`src/rtl/mmio_io_pkg.sv`:
```
// Shared constants for the MMIO display controller: register word offsets,
// STATUS bit positions and the 7-segment glyph table ({a,b,c,d,e,f,g,dp}).
package mmio_io_pkg;

   localparam logic [2:0] OFF_SW     = 3'd0;
   localparam logic [2:0] OFF_STATUS = 3'd1;
   localparam logic [2:0] OFF_LED    = 3'd2;
   localparam logic [2:0] OFF_SEG    = 3'd3;
   localparam logic [2:0] OFF_BLANK  = 3'd4;
   localparam logic [2:0] OFF_DP     = 3'd5;

   localparam int STAT_FLAG_BIT  = 0;
   localparam int STAT_LEVEL_BIT = 1;

   localparam logic [7:0] SEG_GLYPH [16] = '{
      8'hFC, 8'h60, 8'hDA, 8'hF2, 8'h66, 8'hB6, 8'hBE, 8'hE0,
      8'hFE, 8'hF6, 8'hEE, 8'h3E, 8'h9C, 8'h7A, 8'h9E, 8'h8E
   };

endpackage

```
`src/rtl/seg_hex_decoder.sv`:
```
// Combinational hex nibble to 7-segment glyph lookup; dp bit is always 0.
module seg_hex_decoder
   import mmio_io_pkg::*;
(
   input  logic [3:0] nibble,
   output logic [7:0] glyph
);

   always_comb begin
      glyph = SEG_GLYPH[nibble];
   end

endmodule

```
`src/rtl/mmio_display_ctrl.sv`:
```
// MMIO peripheral: latched switches, debounced confirm button with sticky flag,
// LED port and multiplexed 7-seg display. Optional DP register: MMIO_SEG_DP_EN.
module mmio_display_ctrl
   import mmio_io_pkg::*;
#(
   parameter logic [31:0] BASE_ADDR  = 32'hFFFF_FC00,
   parameter int          NUM_DIGITS = 8,
   parameter int          SW_WIDTH   = 16,
   parameter int          LED_WIDTH  = 16,
   parameter int          SCAN_DIV   = 100000,
   parameter int          DEB_CYCLES = 1000000
) (
   input  logic                  clk,
   input  logic                  rst,
   input  logic [31:0]           addr,
   input  logic                  wr_en,
   input  logic                  rd_en,
   input  logic [31:0]           wr_data,
   output logic [31:0]           rd_data,
   input  logic [SW_WIDTH-1:0]   sw_in,
   input  logic                  btn_confirm,
   output logic [LED_WIDTH-1:0]  led_out,
   output logic [NUM_DIGITS-1:0] seg_sel,
   output logic [7:0]            seg_left,
   output logic [7:0]            seg_right
);

   localparam int HALF   = NUM_DIGITS / 2;
   localparam int SEG_W  = NUM_DIGITS * 4;
   localparam int DIG_W  = $clog2(NUM_DIGITS);
   localparam int PH_W   = (HALF > 1) ? $clog2(HALF) : 1;
   localparam int PRE_W  = $clog2(SCAN_DIV);
   localparam int DEB_W  = $clog2(DEB_CYCLES);
   localparam logic [NUM_DIGITS-1:0] SEL_RST =
      NUM_DIGITS'(1) | (NUM_DIGITS'(1) << HALF);

   logic                  hit, wr_hit, rd_hit, btn_rise;
   logic [2:0]            offset;
   logic [31:0]           rd_word;
   logic [DIG_W-1:0]      sel_r, sel_l;
   logic [3:0]            nib_r, nib_l;
   logic [7:0]            glyph_r, glyph_l;
   logic                  dp_r, dp_l;
   logic [3:0]            digit_nib [NUM_DIGITS];

   logic [SW_WIDTH-1:0]   sw_s1_q, sw_s1_d, sw_s2_q, sw_s2_d, sw_reg_q, sw_reg_d;
   logic                  btn_s1_q, btn_s1_d, btn_s2_q, btn_s2_d;
   logic                  btn_level_q, btn_level_d, flag_q, flag_d;
   logic [DEB_W-1:0]      deb_cnt_q, deb_cnt_d;
   logic [LED_WIDTH-1:0]  led_q, led_d;
   logic [SEG_W-1:0]      seg_data_q, seg_data_d;
   logic [NUM_DIGITS-1:0] blank_q, blank_d;
`ifdef MMIO_SEG_DP_EN
   logic [NUM_DIGITS-1:0] dp_q, dp_d;
`endif
   logic [31:0]           rd_data_q, rd_data_d;
   logic [PRE_W-1:0]      pre_q, pre_d;
   logic [PH_W-1:0]       phase_q, phase_d;
   logic [NUM_DIGITS-1:0] seg_sel_q, seg_sel_d;
   logic [7:0]            seg_left_q, seg_left_d, seg_right_q, seg_right_d;

   logic unused_bits;
   assign unused_bits = ^{addr[1:0], wr_data};

   always_comb begin
      hit    = (addr[31:5] == BASE_ADDR[31:5]);
      offset = addr[4:2];
      wr_hit = wr_en && hit;
      rd_hit = rd_en && hit;

      sw_s1_d  = sw_in;
      sw_s2_d  = sw_s1_q;
      btn_s1_d = btn_confirm;
      btn_s2_d = btn_s1_q;

      led_d      = led_q;
      seg_data_d = seg_data_q;
      blank_d    = blank_q;
`ifdef MMIO_SEG_DP_EN
      dp_d       = dp_q;
`endif
      if (wr_hit) begin
         case (offset)
            OFF_LED:   led_d      = wr_data[LED_WIDTH-1:0];
            OFF_SEG:   seg_data_d = wr_data[SEG_W-1:0];
            OFF_BLANK: blank_d    = wr_data[NUM_DIGITS-1:0];
`ifdef MMIO_SEG_DP_EN
            OFF_DP:    dp_d       = wr_data[NUM_DIGITS-1:0];
`endif
            default: ;
         endcase
      end

      // The counter only runs while the synchronised button disagrees with the
      // accepted level, so any bounce back to the old level restarts it.
      deb_cnt_d   = '0;
      btn_level_d = btn_level_q;
      if (btn_s2_q != btn_level_q) begin
         if (deb_cnt_q == DEB_W'(DEB_CYCLES - 1)) btn_level_d = btn_s2_q;
         else deb_cnt_d = deb_cnt_q + DEB_W'(1);
      end
      btn_rise = btn_level_d && !btn_level_q;
      sw_reg_d = btn_rise ? sw_s2_q : sw_reg_q;

      flag_d = flag_q;
      if (rd_hit && offset == OFF_STATUS) flag_d = 1'b0;
      if (btn_rise) flag_d = 1'b1;

      rd_word = '0;
      case (offset)
         OFF_SW:     rd_word = 32'(sw_reg_q);
         OFF_STATUS: begin
            rd_word[STAT_LEVEL_BIT] = btn_level_q;
            rd_word[STAT_FLAG_BIT]  = flag_q;
         end
         OFF_LED:    rd_word = 32'(led_q);
         OFF_SEG:    rd_word = 32'(seg_data_q);
         OFF_BLANK:  rd_word = 32'(blank_q);
`ifdef MMIO_SEG_DP_EN
         OFF_DP:     rd_word = 32'(dp_q);
`endif
         default: ;
      endcase
      rd_data_d = rd_data_q;
      if (rd_en) rd_data_d = hit ? rd_word : 32'h0;

      pre_d   = pre_q + PRE_W'(1);
      phase_d = phase_q;
      if (pre_q == PRE_W'(SCAN_DIV - 1)) begin
         pre_d   = '0;
         phase_d = (phase_q == PH_W'(HALF - 1)) ? '0 : phase_q + PH_W'(1);
      end

      // Segment outputs are built from next-state values so register writes
      // reach the display in the same edge that commits them.
      for (int i = 0; i < NUM_DIGITS; i++) digit_nib[i] = seg_data_d[4*i +: 4];
      sel_r = DIG_W'(phase_d);
      sel_l = sel_r + DIG_W'(HALF);
      nib_r = digit_nib[sel_r];
      nib_l = digit_nib[sel_l];
`ifdef MMIO_SEG_DP_EN
      dp_r = dp_d[sel_r];
      dp_l = dp_d[sel_l];
`else
      dp_r = 1'b0;
      dp_l = 1'b0;
`endif
   end

   seg_hex_decoder u_dec_right (.nibble(nib_r), .glyph(glyph_r));
   seg_hex_decoder u_dec_left  (.nibble(nib_l), .glyph(glyph_l));

   always_comb begin
      seg_sel_d        = '0;
      seg_sel_d[sel_r] = 1'b1;
      seg_sel_d[sel_l] = 1'b1;
      seg_right_d = blank_d[sel_r] ? 8'h00 : (glyph_r | {7'b0, dp_r});
      seg_left_d  = blank_d[sel_l] ? 8'h00 : (glyph_l | {7'b0, dp_l});
   end

   always_ff @(posedge clk or posedge rst) begin
      if (rst) begin
         sw_s1_q     <= '0;
         sw_s2_q     <= '0;
         sw_reg_q    <= '0;
         btn_s1_q    <= 1'b0;
         btn_s2_q    <= 1'b0;
         btn_level_q <= 1'b0;
         flag_q      <= 1'b0;
         deb_cnt_q   <= '0;
         led_q       <= '0;
         seg_data_q  <= '0;
         blank_q     <= '0;
`ifdef MMIO_SEG_DP_EN
         dp_q        <= '0;
`endif
         rd_data_q   <= '0;
         pre_q       <= '0;
         phase_q     <= '0;
         seg_sel_q   <= SEL_RST;
         seg_left_q  <= SEG_GLYPH[0];
         seg_right_q <= SEG_GLYPH[0];
      end else begin
         sw_s1_q     <= sw_s1_d;
         sw_s2_q     <= sw_s2_d;
         sw_reg_q    <= sw_reg_d;
         btn_s1_q    <= btn_s1_d;
         btn_s2_q    <= btn_s2_d;
         btn_level_q <= btn_level_d;
         flag_q      <= flag_d;
         deb_cnt_q   <= deb_cnt_d;
         led_q       <= led_d;
         seg_data_q  <= seg_data_d;
         blank_q     <= blank_d;
`ifdef MMIO_SEG_DP_EN
         dp_q        <= dp_d;
`endif
         rd_data_q   <= rd_data_d;
         pre_q       <= pre_d;
         phase_q     <= phase_d;
         seg_sel_q   <= seg_sel_d;
         seg_left_q  <= seg_left_d;
         seg_right_q <= seg_right_d;
      end
   end

   assign rd_data   = rd_data_q;
   assign led_out   = led_q;
   assign seg_sel   = seg_sel_q;
   assign seg_left  = seg_left_q;
   assign seg_right = seg_right_q;

endmodule

```
`config.mk`:
```
export PLATFORM = sky130hd
export DESIGN_NAME = mmio_display_ctrl
export DESIGN_NICKNAME = d
export VERILOG_FILES = /design/src/rtl/mmio_io_pkg.sv /design/src/rtl/seg_hex_decoder.sv /design/src/rtl/mmio_display_ctrl.sv
export SDC_FILE = /design/constraint.sdc
export NUM_CORES = 1
export LEC_CHECK = 0
export CORE_AREA = 2 2 133 135
export CTS_CLUSTER_DIAMETER = 40
export CTS_CLUSTER_SIZE = 20
export DETAILED_ROUTE_END_ITERATION = 12
export DIE_AREA = 0 0 135 137
export PLACE_DENSITY = 0.87
export SLEW_MARGIN = 20
export SYNTH_ARGS = -nofsm -noshare
export SYNTH_HDL_FRONTEND = slang
export SYNTH_HIERARCHICAL = 1
export SYNTH_SLANG_ARGS = --single-unit
```
`constraint.sdc`:
```
create_clock -name clk -period 8.7 [get_ports clk]
set_clock_uncertainty 0.15 [all_clocks]
set_input_delay 1.305 -clock clk [delete_from_list [all_inputs] [get_ports clk]]
set_output_delay 1.305 -clock clk [all_outputs]
set_load 0.1 [all_outputs]
```
; ---- Word level (Yosys, flattened, before mapping)
; Memory sizes are Yosys's and may differ from the RTL's.
; Index checks and enable logic that the tools add are counted.
[totals]
ff_bits = 203
latchBits = 0
mem_bits_rw = 0
mem_bits_ro = 256
in_bits = 85
out_inout_bits = 72
wordCells = 91
memories = 2
[classes]
addsub = 4
n_mul = 0
div_mod_pow = 0
magnitude_cmp = 8
eq_ne = 9
n_shift = 0
mux = 36
bitwise = 5
reduce_logical = 10
[memory_table]
columns = name, words, width, rd, rd_clocked_by_memory_dff, wr, line_no
row1 = (no name shown), 16, 8, 1, 0, 0, seg_hex_decoder.sv:10  ; glyph = SEG_GLYPH[nibble];
row2 = (no name shown), 16, 8, 1, 0, 0, seg_hex_decoder.sv:10
[ops]
columns = cell, count
row1 = 30-bit one-hot mux with 4 select lines, 1
row2 = 32-bit 2-to-1 mux, 3
row3 = 8-bit 2-to-1 mux, 8
row4 = 20-bit 2-to-1 mux, 2
row5 = "27-bit equality test, second input constant", 1
row6 = 4-bit binary-select mux with 3-bit select, 2
row7 = "20-bit by 1-bit adder with 20-bit output, second input constant", 1
row8 = "20-bit equality test, second input constant", 1
row9 = "17-bit by 1-bit adder with 17-bit output, second input constant", 1
row10 = "17-bit equality test, second input constant", 1
row11 = 17-bit 2-to-1 mux, 1
row12 = 4-bit 2-to-1 mux, 4
row13 = "5-bit >= comparator, second input constant", 2
row14 = 4-bit inverter with 5-bit output, 2
row15 = 2-bit one-hot mux with 5 select lines, 1
row16 = "4-bit >= comparator, second input constant", 2
row17 = 1-bit 2-to-1 mux, 8
row18 = 4-bit by 8-bit OR with 8-bit output, 1
row19 = "3-bit by 2-bit equality test with 1-bit output, second input constant", 2
row20 = 1-bit logical AND, 6
row21 = "2-bit by 4-bit less-than comparator with 1-bit output, second input constant", 1
row22 = "3-bit by 4-bit less-than comparator with 1-bit output, second input constant", 1
row23 = 2-bit 2-to-1 mux, 2
row24 = 2-bit inverter with 4-bit output, 1
row25 = 17 further kinds, 17

; ---- Depth between registers and ports, before layout
[logic_depth]
depth_word = 13
ltp_mapped = 14
ltp_nobuf = 13

; ---- Modules after synthesis
; Netlist, hierarchy kept.
[modules_own_cells]
columns = mod, instances, cells_per_inst, area_per_inst_um2, seq_area_each_um2
row1 = mmio_display_ctrl, 1, 692, 8250.4, 4996.0
row2 = seg_hex_decoder, 2, 35, 299.0, 0.0

; ---- Worst setup path before layout
; Ideal clock, no wire load.
[synth_timing]
path_kind = input to register
from = input addr[6]
to = register seg_left_q[4], in the netlist seg_left[4]
setup_time_ps = 77
arrival_time_ps = 4072
t_required_ps = 8473
path_slack_ps = 4400
cell_stages = 11
n_path_buf = 1
cell_sequence = or4b_4 > nor4_4 > nand4_4 > buf_6 > mux2_4 > o22a_1 > o221a_2 > inv_1 > ha_1 > mux4_1 > and2_1
[synth_via]
elab_chain_cells = 11
word_cells_on_any_way = 14
cone_classes = eq/ne (1) / mux (10) / bitwise (1) / reduce/logical (1) / memory (1)
[synth_lines]
columns = element, line_no
row1 = "start, declared", mmio_display_ctrl.sv:15  ; input logic [31:0] addr,
row2 = 27-bit equality test, mmio_display_ctrl.sv:66  ; hit = (addr[31:5] == BASE_ADDR[31:5]);
row3 = 1-bit logical AND, mmio_display_ctrl.sv:68  ; wr_hit = wr_en && hit;
row4 = 32-bit 2-to-1 mux, mmio_display_ctrl.sv:82  ; if (wr_hit) begin
row5 = net seg_data_d[20], mmio_display_ctrl.sv:51  ; logic [SEG_W-1:0] seg_data_q, seg_data_d;
row6 = 4-bit binary-select mux with 3-bit select, mmio_display_ctrl.sv:140  ; nib_l = digit_nib[sel_l];
row7 = 4-bit 2-to-1 mux (implied by the code) (2 in a row), mmio_display_ctrl.sv:140
row8 = net nib_l[0], mmio_display_ctrl.sv:41  ; logic [3:0] nib_r, nib_l;
row9 = 4-bit inverter with 5-bit output (implied by the code), seg_hex_decoder.sv:10
row10 = memory read 16 x 8 bit, n/a
row11 = 8-bit 2-to-1 mux (implied by the code) (2 in a row), seg_hex_decoder.sv:10
row12 = net glyph_l[4], mmio_display_ctrl.sv:42  ; logic [7:0] glyph_r, glyph_l;
row13 = 8-bit 2-to-1 mux, mmio_display_ctrl.sv:158  ; seg_left_d = blank_d[sel_l] ? 8'h00 : (glyph_l | {7'b0, dp_l});
row14 = net seg_left_d[4], mmio_display_ctrl.sv:60  ; logic [7:0] seg_left_q, seg_left_d, seg_right_q, seg_right_d;
row15 = "end signal, assigned", mmio_display_ctrl.sv:181  ; seg_left_q <= SEG_GLYPH[0];
row16 = "end signal, assigned", mmio_display_ctrl.sv:202  ; seg_left_q <= seg_left_d;
row17 = "end, declared", mmio_display_ctrl.sv:60
; The timed path passes the listed nets, and every way through them passes these cells. The select of a mux whose other input is x is not followed.
; A chain may end at the register's enable or synchronous reset.

; ---- Worst setup path in the final report
[layout_timing]
from = input addr[4]
to = register seg_left_q[4], in the netlist seg_left[4]
[layout_via]
elab_chain_cells = 11
word_cells_on_any_way = 16
cone_classes = eq/ne (2) / mux (12) / bitwise (1) / memory (1)
[layout_lines]
columns = element, line_no
row1 = 3-bit by 2-bit equality test with 1-bit output, mmio_display_ctrl.sv:83  ; case (offset)
row2 = 32-bit 2-to-1 mux, mmio_display_ctrl.sv:83
row3 = 32-bit 2-to-1 mux, mmio_display_ctrl.sv:82
row4 = net seg_data_d[23], mmio_display_ctrl.sv:51
row5 = 4-bit binary-select mux with 3-bit select, mmio_display_ctrl.sv:140
row6 = 4-bit 2-to-1 mux (implied by the code) (2 in a row), mmio_display_ctrl.sv:140
row7 = net nib_l[3], mmio_display_ctrl.sv:41
row8 = 4-bit inverter with 5-bit output (implied by the code), seg_hex_decoder.sv:10
row9 = memory read 16 x 8 bit, n/a
row10 = 8-bit 2-to-1 mux (implied by the code) (2 in a row), seg_hex_decoder.sv:10
row11 = net glyph_l[4], mmio_display_ctrl.sv:42
row12 = 8-bit 2-to-1 mux, mmio_display_ctrl.sv:158
row13 = net seg_left_d[4], mmio_display_ctrl.sv:60
; The timed path passes the listed nets, and every way through them passes these cells. The select of a mux whose other input is x is not followed.

==> metrics.md <==
| Metric | Value |
|---|---|
| Outcome | completed |
| Synthesized area per cell | 11.6 µm² |
| CP arrival | a little under 6000 ps |
| Initial antenna violation count | 0 |
| Root Buffer | clkbuf_16 |
| Overall Power | approximately 1.8 mW |
| Most used DFF post-synth | dfrtp_1 |
| Buffers added on ports | about 150 |
| Pleak | 4.87 nW |
| Unrepaired setup endpoints after global routing | no |
| Die extent in x | roughly 140 µm |
| Worst slew margin | between 30% and 40% |
| Hpwl dp | roughly 14,000 µm |
| H-tree levels | 4 |
| Cells along the critical path | clkdlybuf4s50_1 -> nor2b_1 -> and2_2 -> nand4_4 -> mux2_2 -> o22ai_1 -> nor2_1 -> mux4_1 -> and2_1 |
| Setup bufs post-CTS | 0 |
| Hold_sp | sw_s1_q[14] |
| CTS resizes | 0 |
| Reg2reg end | seg_left[4] |
| Slew Viols, Final | 0 |
| Antenna Nets Post-Route | 0 |
| WL/cell | 17.4 µm |
| Top-count cell post-synth | dfrtp_1 |
| Final hold vios | 0 |
| Syn Nets | roughly 860 |
| Fin crit share | 65.7% |
| Rows | between 40 and 50 |
| Routed vias/inst | ~5.5 |
| Tightest Hold Check Type | register to register |
| Type of origin of the critical path | input pin |
| Synth Warn # | 6 |
| Highest clock rate | 175 MHz |
| Worst skew pair latency | approximately 440 ps |
| Crit path largest cell delay | 810 ps |
| Number of buffers created by CTS | 17 |
| Die Height | roughly 140 µm |
| Setup Crit Path Kind | input pin to register |
| N_diodes | 0 |
| Netlist area before placement | between 0.008 and 0.009 mm² |
| Pre-CTS setup slack | ~2700 ps |
| Final Util | 65.0% |
| Core area | between 0.015 and 0.02 mm² |
| Power density of the placed cells | between 150 and 200 mW/mm² |
| Vias post-DR | just over 6,000 |
| Post-synth top area share | between 50 and 60% |
| Post-synth EDFFs | 0 |
| Max VDD drop | approximately 0.00018 V |
| Filler Cell Count | 1,296 |
| Iter 0 DRT Violations | between 300 and 400 |
| Hold Crit Depth | 0 |
| Worst Tran Pin Value | roughly 1000 ps |
| First-pass GRT wire length | 31,900 µm |
| Drt drc | 0 |
| Maxcap violations | 0 |
| Setup TNS | 0 ps |
| Final setup viols | 0 |
| Yosys reg bits | between 150 and 200 |
| Data required, critical path | ~9000 ps |
| Synth top area cells | dfrtp_1 (53%), mux2_2 (7.0%), dfstp_2 (3.9%), nor2_1 (2.5%), inv_1 (2.5%) |
| Post-synth top cells | dfrtp_1 (186), nor2_1 (60), inv_1 (59) |
| Routability cong. | just under 0.9 |
| Initial Utilization | 51.9% |
| Sequential-to-total area share from yosys stat | between 50% and 60% |
| I/O pin count | approximately 160 |
| Flop-to-flop setup slack | 4560 ps |
| GRT overflow | 0 |
| R2r worst-path depth | 9 |
| Library cells used by synthesis | 64 |
| Final Critical Period | roughly 5700 ps |
| Hold buffer count at CTS | 0 |
| Final WS setup | 2990 ps |
| GRT Util Overall | around 23% |
| Drt total wl | 19,900 µm |
| Clock-pin slew on the worst setup and hold paths | about 70 ps |
| Synthesis-to-finish area growth | 25.3% |
| Critical path's slowest cell | nor2b_1 |
| Crit path max fanout | 32 |
| CP endpoint kind | register |
| Initial DRT Pass Iterations | 5 |
| Longest Clk Path Bufs | 2 |
| CTS tree | yes |
| Fraction of layout instances using a drive strength above 1 | between 15 and 20% |
| Pin count of the biggest net entering global routing | around 140 |
| Post-Synthesis Cells | roughly 760 |
| Ys async rst share | 100% |
| Endpoint, Worst Hold | sw_s2_q[14] |
| Clock Sinks | ~200 |
| Vias in the first global route | 6,305 |
| Die area | about 0.018 mm² |
| Worst r2r src | pre_q[6] |
| Fin nets | between 1,000 and 1,500 |
| Post-synth top area cell | dfrtp_1 |
critical path, delay by kind of cell:
family | cells | cell delay (ps)
and+or+nand+nor | 5 | 2680
AOI/OAI and AO/OA | 1 | 100
buffers and inverters | 1 | 750
muxes | 2 | 1080
report_power, final:
part	internal [mW]	switching, mW
sequential	0.934	0.00342
combinational	0.0398	0.0448
clock	0.422	0.352
cell families after synthesis:
kind of cell	count (synthesis)	share of synthesized area (%)
adder cells (fa/ha/maj)	17	2.40
multiplexers	88	11.6
XOR/XNOR	33	3.27
buffers and inverters	96	4.91
other	2	0.0849
AND/OR/NAND/NOR	206	12.6
flip-flops	199	56.5
AO/OA/AOI/OAI	121	8.68
area by class of cell:
class | count | area (µm²) | area share [%]
Clock buffer | 20 | 467 | 4.21
Clock inverter | 12 | 115 | 1.04
Inverter | 61 | 236 | 2.13
Multi-Input combinational cell | 467 | 3420 | 30.8
Sequential cell | 199 | 5000 | 45.1
Tap cell | 225 | 282 | 2.54
Timing Repair Buffer | 158 | 1570 | 14.2
per-layer routing:
layer	vias to the layer above	GRT usage, %	part of all wire [%]
met5	-	0	0
met4	0	5.15	0.93
met3	17	5.96	6.7
met2	203	38.9	51
met1	3116	28.8	41
li1	2903	-	-
layout by cell type, fill, tap and decap left out, drive strengths merged, types with 2 or more instances in the layout:
cell type / netlist / layout
and3: 8 / 8
mux2i: 22 / 22
nand2: 44 / 44
dfrtp: 186 / 186
nand3b: 3 / 3
nor4b: 3 / 3
o221a: 7 / 7
nand2b: 3 / 3
nand3: 20 / 20
nor3: 9 / 9
o2111ai: 8 / 8
o22a: 7 / 7
nor4: 2 / 2
xnor2: 16 / 16
clkinvlp: 0 / 2
or2b: 2 / 2
a31o: 2 / 2
o31a: 2 / 2
inv: 61 / 66
buf: 23 / 4
nor2b: 4 / 4
o22ai: 17 / 17
conb: 2 / 2
clkbuf: 12 / 20
o32a: 2 / 2
o21ai: 46 / 46
clkinv: 0 / 4
clkdlybuf4s50: 0 / 154
xor2: 17 / 17
mux2: 64 / 64
a21oi: 29 / 29
nand4: 14 / 14
and2: 21 / 21
dfstp: 13 / 13
nand4b: 4 / 4
nor2: 60 / 60
ha: 17 / 17
mux4: 2 / 2
registers in the layout, summed over array words and instances (netlist names):
register     flops
seg_sel          4
seg_right        8
btn_level_q      1
deb_cnt_q       20
sw_s1_q         16
sw_s2_q         16
phase_q          2
pre_q           17
sw_reg_q        16
flag_q           1
btn_s2_q         1
led_out         16
seg_data_q      32
seg_left         8
rd_data         32
btn_s1_q         1
blank_q          8
stage by stage:
step | hold slack [ps] | cell area, µm² | cells
floorplan | 181 | 8850 | 762
global placement | 182 | 10500 | 1110
global route | 206 | 11100 | 1142
detailed placement | 185 | 10500 | 1110
finish | 194 | 11100 | 1142
CTS | 200 | 11100 | 1142
how the worst max path moves through the flow:
stage               startpoint      endpoint  depth (start not counted)
floorplan                  rst    blank_q[0]                          1
global placement       addr[4]   seg_left[4]                          9
CTS                    addr[4]   seg_left[4]                          9
global route           addr[4]   seg_left[4]                          9
finish                 addr[4]   seg_left[4]                          9
detailed placement     addr[4]  seg_right[4]                         12
(Power assumes the default switching activity.)
==> edit, RTL diff (same settings) <==
Set the parameter `SCAN_DIV` to 200000 (it was 100000).
--- a/src/rtl/mmio_display_ctrl.sv
+++ b/src/rtl/mmio_display_ctrl.sv
@@ -8,5 +8,5 @@
    parameter int          SW_WIDTH   = 16,
    parameter int          LED_WIDTH  = 16,
-   parameter int          SCAN_DIV   = 100000,
+   parameter int          SCAN_DIV   = 200000,
    parameter int          DEB_CYCLES = 1000000
 ) (
Behaviour: no difference found for any inputs over 4 cycles, from zero or initial values and one cycle with rst high; that may be too few to reach the edited logic, so the function may still have changed.
==> edit against the original RTL <==
- non-clock buffer count is 6 higher
- sequential cell count grew 1
- core utilization up 1.5 points
- synthesized area up 2.6%
- count of clock-buffer cells in the layout down 2
- wire length up 6.9%
- cell area is 2.3% higher
- final cell count increased by 0.18%
- total power about the same
- largest power group unchanged
- clock power down 0.6%
- via count rose by 2.0%
- register-to-register slack better by 150 ps
- worst setup slack gained 8.8 ps
- critical path depth is 3 higher
==> edit: results (changes against the original RTL) <==
[outcome]
outcome = finished clean

[global_routing]
grt_max_degree = 121  ; -13%
grt_use_total_pct = 24.1  ; +1.5 points
first_global_vias = 6520  ; +3.4%
grt_pass1_wl_mm = 33.7  ; +5.8%

[route]
finalWirelength_mm = 21.3  ; +6.9%
avgViaCountPerCell = 5.56  ; +1.8%
dr.pass1.iters = 4  ; -1
dr.first_iter.drc_count = 365  ; -2.4%

[setup_path]
crit_arrival_ps = 5900  ; -30 ps
critPathSlowestCell = nand4_4
max_stage_delay_ps = 790  ; -20 ps

[synthesis]
muxShareOfSynthArea_pct = 15.0  ; +3.4 points
synth-seq-area-share_pct = 55.3  ; -1.2 points
yosys-top-cells-count = 187 x dfrtp_1, 64 x nor2_1, 48 x inv_1, 45 x mux2_2, 45 x mux2i_1
synth_fa_ha_area_share_pct = 2.34  ; -0.062 points
synthDistinctLibCells = 63  ; -1.6%
synth.yosys.warnings = 6  ; unchanged
synth_nets = 865  ; +0.12%
synth_xor_area_share_pct = 3.38  ; +0.11 points
synth_compound_area_share_pct = 6.49  ; -2.2 points
synth_area_leaders = dfrtp_1 52%, mux2_2 5.6%, mux2i_1 5.0%

[power]
p_leak_nw = 5.19  ; +6.7%
switching_share_pct = 24.1  ; +1.8 points
ir_drop_mv = 0.140  ; -24%

[place]
portBuffers = 154  ; unchanged
hpwl_mm = 14.6  ; +3.3%
placed_area_um2 = 10700  ; +2.1%
gp_congestion = 0.879  ; -1.6%

[cells_and_area]
final_nets = 1008  ; +0.20%
layout-drive-gt1-share_pct = 14.5  ; -0.69 points

[sta]
slew_headroom_pct = 29.6  ; -2.2 points

[cts]
path_clk_slew_ps = 80
post_cts_buffers = 0  ; unchanged

edit: final timing paths:
path / slack [ps] / start / depth (start not counted) / endpoint
hold / removal: 200 / sw_s1_q[0] / 0 / sw_s2_q[0]
setup reg to reg: 4710 / pre_q[14] / 11 / seg_right[4]
hold reg to reg: 200 / sw_s1_q[0] / 0 / sw_s2_q[0]
max in group asynchronous: 5890 / rst / 4 / sw_s2_q[11]
min in group asynchronous: 1260 / rst / 2 / deb_cnt_q[8]
setup / recovery: 3000 / addr[6] / 12 / seg_right[4]
edit: per-stage QoR:
step                      setup slack (ps)  std cells  utilization (%)  hold slack (ps)
final                                 3000       1144             66.5              198
after global routing                  2670       1144             66.5              205
after detailed placement              2460       1111             62.9              186
after CTS                             2860       1143             66.3              202
after global placement                2470       1111             62.9              182
after floorplan                       1810        763                -              181
edit: cells by family (layout without fill, tap and decap cells):
group / count (synthesis) / in the layout
mux: 119 / 119
simple gates: 212 / 212
buf+inv: 88 / 244
flops: 200 / 200
xor+xnor: 35 / 35
compound gates: 90 / 90
other cells: 2 / 2
fa+ha+maj: 17 / 17
edit: layout make-up:
class	count	area, um^2
multi-input cells	475	3630
clock buffers	18	429
clock inverters	14	155
repair buffers	164	1640
inverters	48	188
flip-flops and latches	200	5020
fillers	1237	5710
well taps	225	282
edit: routing by layer:
layer  up-vias  global-route usage [%]  wire length, um
li1       2929                       -                -
met1      3148                    31.2             9010
met2       232                    38.4            10100
met3        55                    5.52             1290
met4         0                    11.7              820
met5         -                       0                0
edit: power groups by stage:
stage | sequential (mW) | clock (mW) | combinational [mW]
after floorplan | 0.963 | 0 | 0.0295
after global placement | 0.960 | 0 | 0.0846
after detailed placement | 0.960 | 0 | 0.0857
after CTS | 0.942 | 0.785 | 0.0861
after global routing | 0.943 | 0.823 | 0.0942
final | 0.942 | 0.769 | 0.0862
edit: worst reg2reg max path, stage by stage (launching register included):
cell and delay (ps):
dfrtp_1 420, nand4bb_1 200, nor4_1 520, nand4_1 330
and2_1 270, buf_4 250, mux2i_1 200, mux2i_1 410
inv_1 180, ha_1 330, mux4_1 480, nor3b_1 150
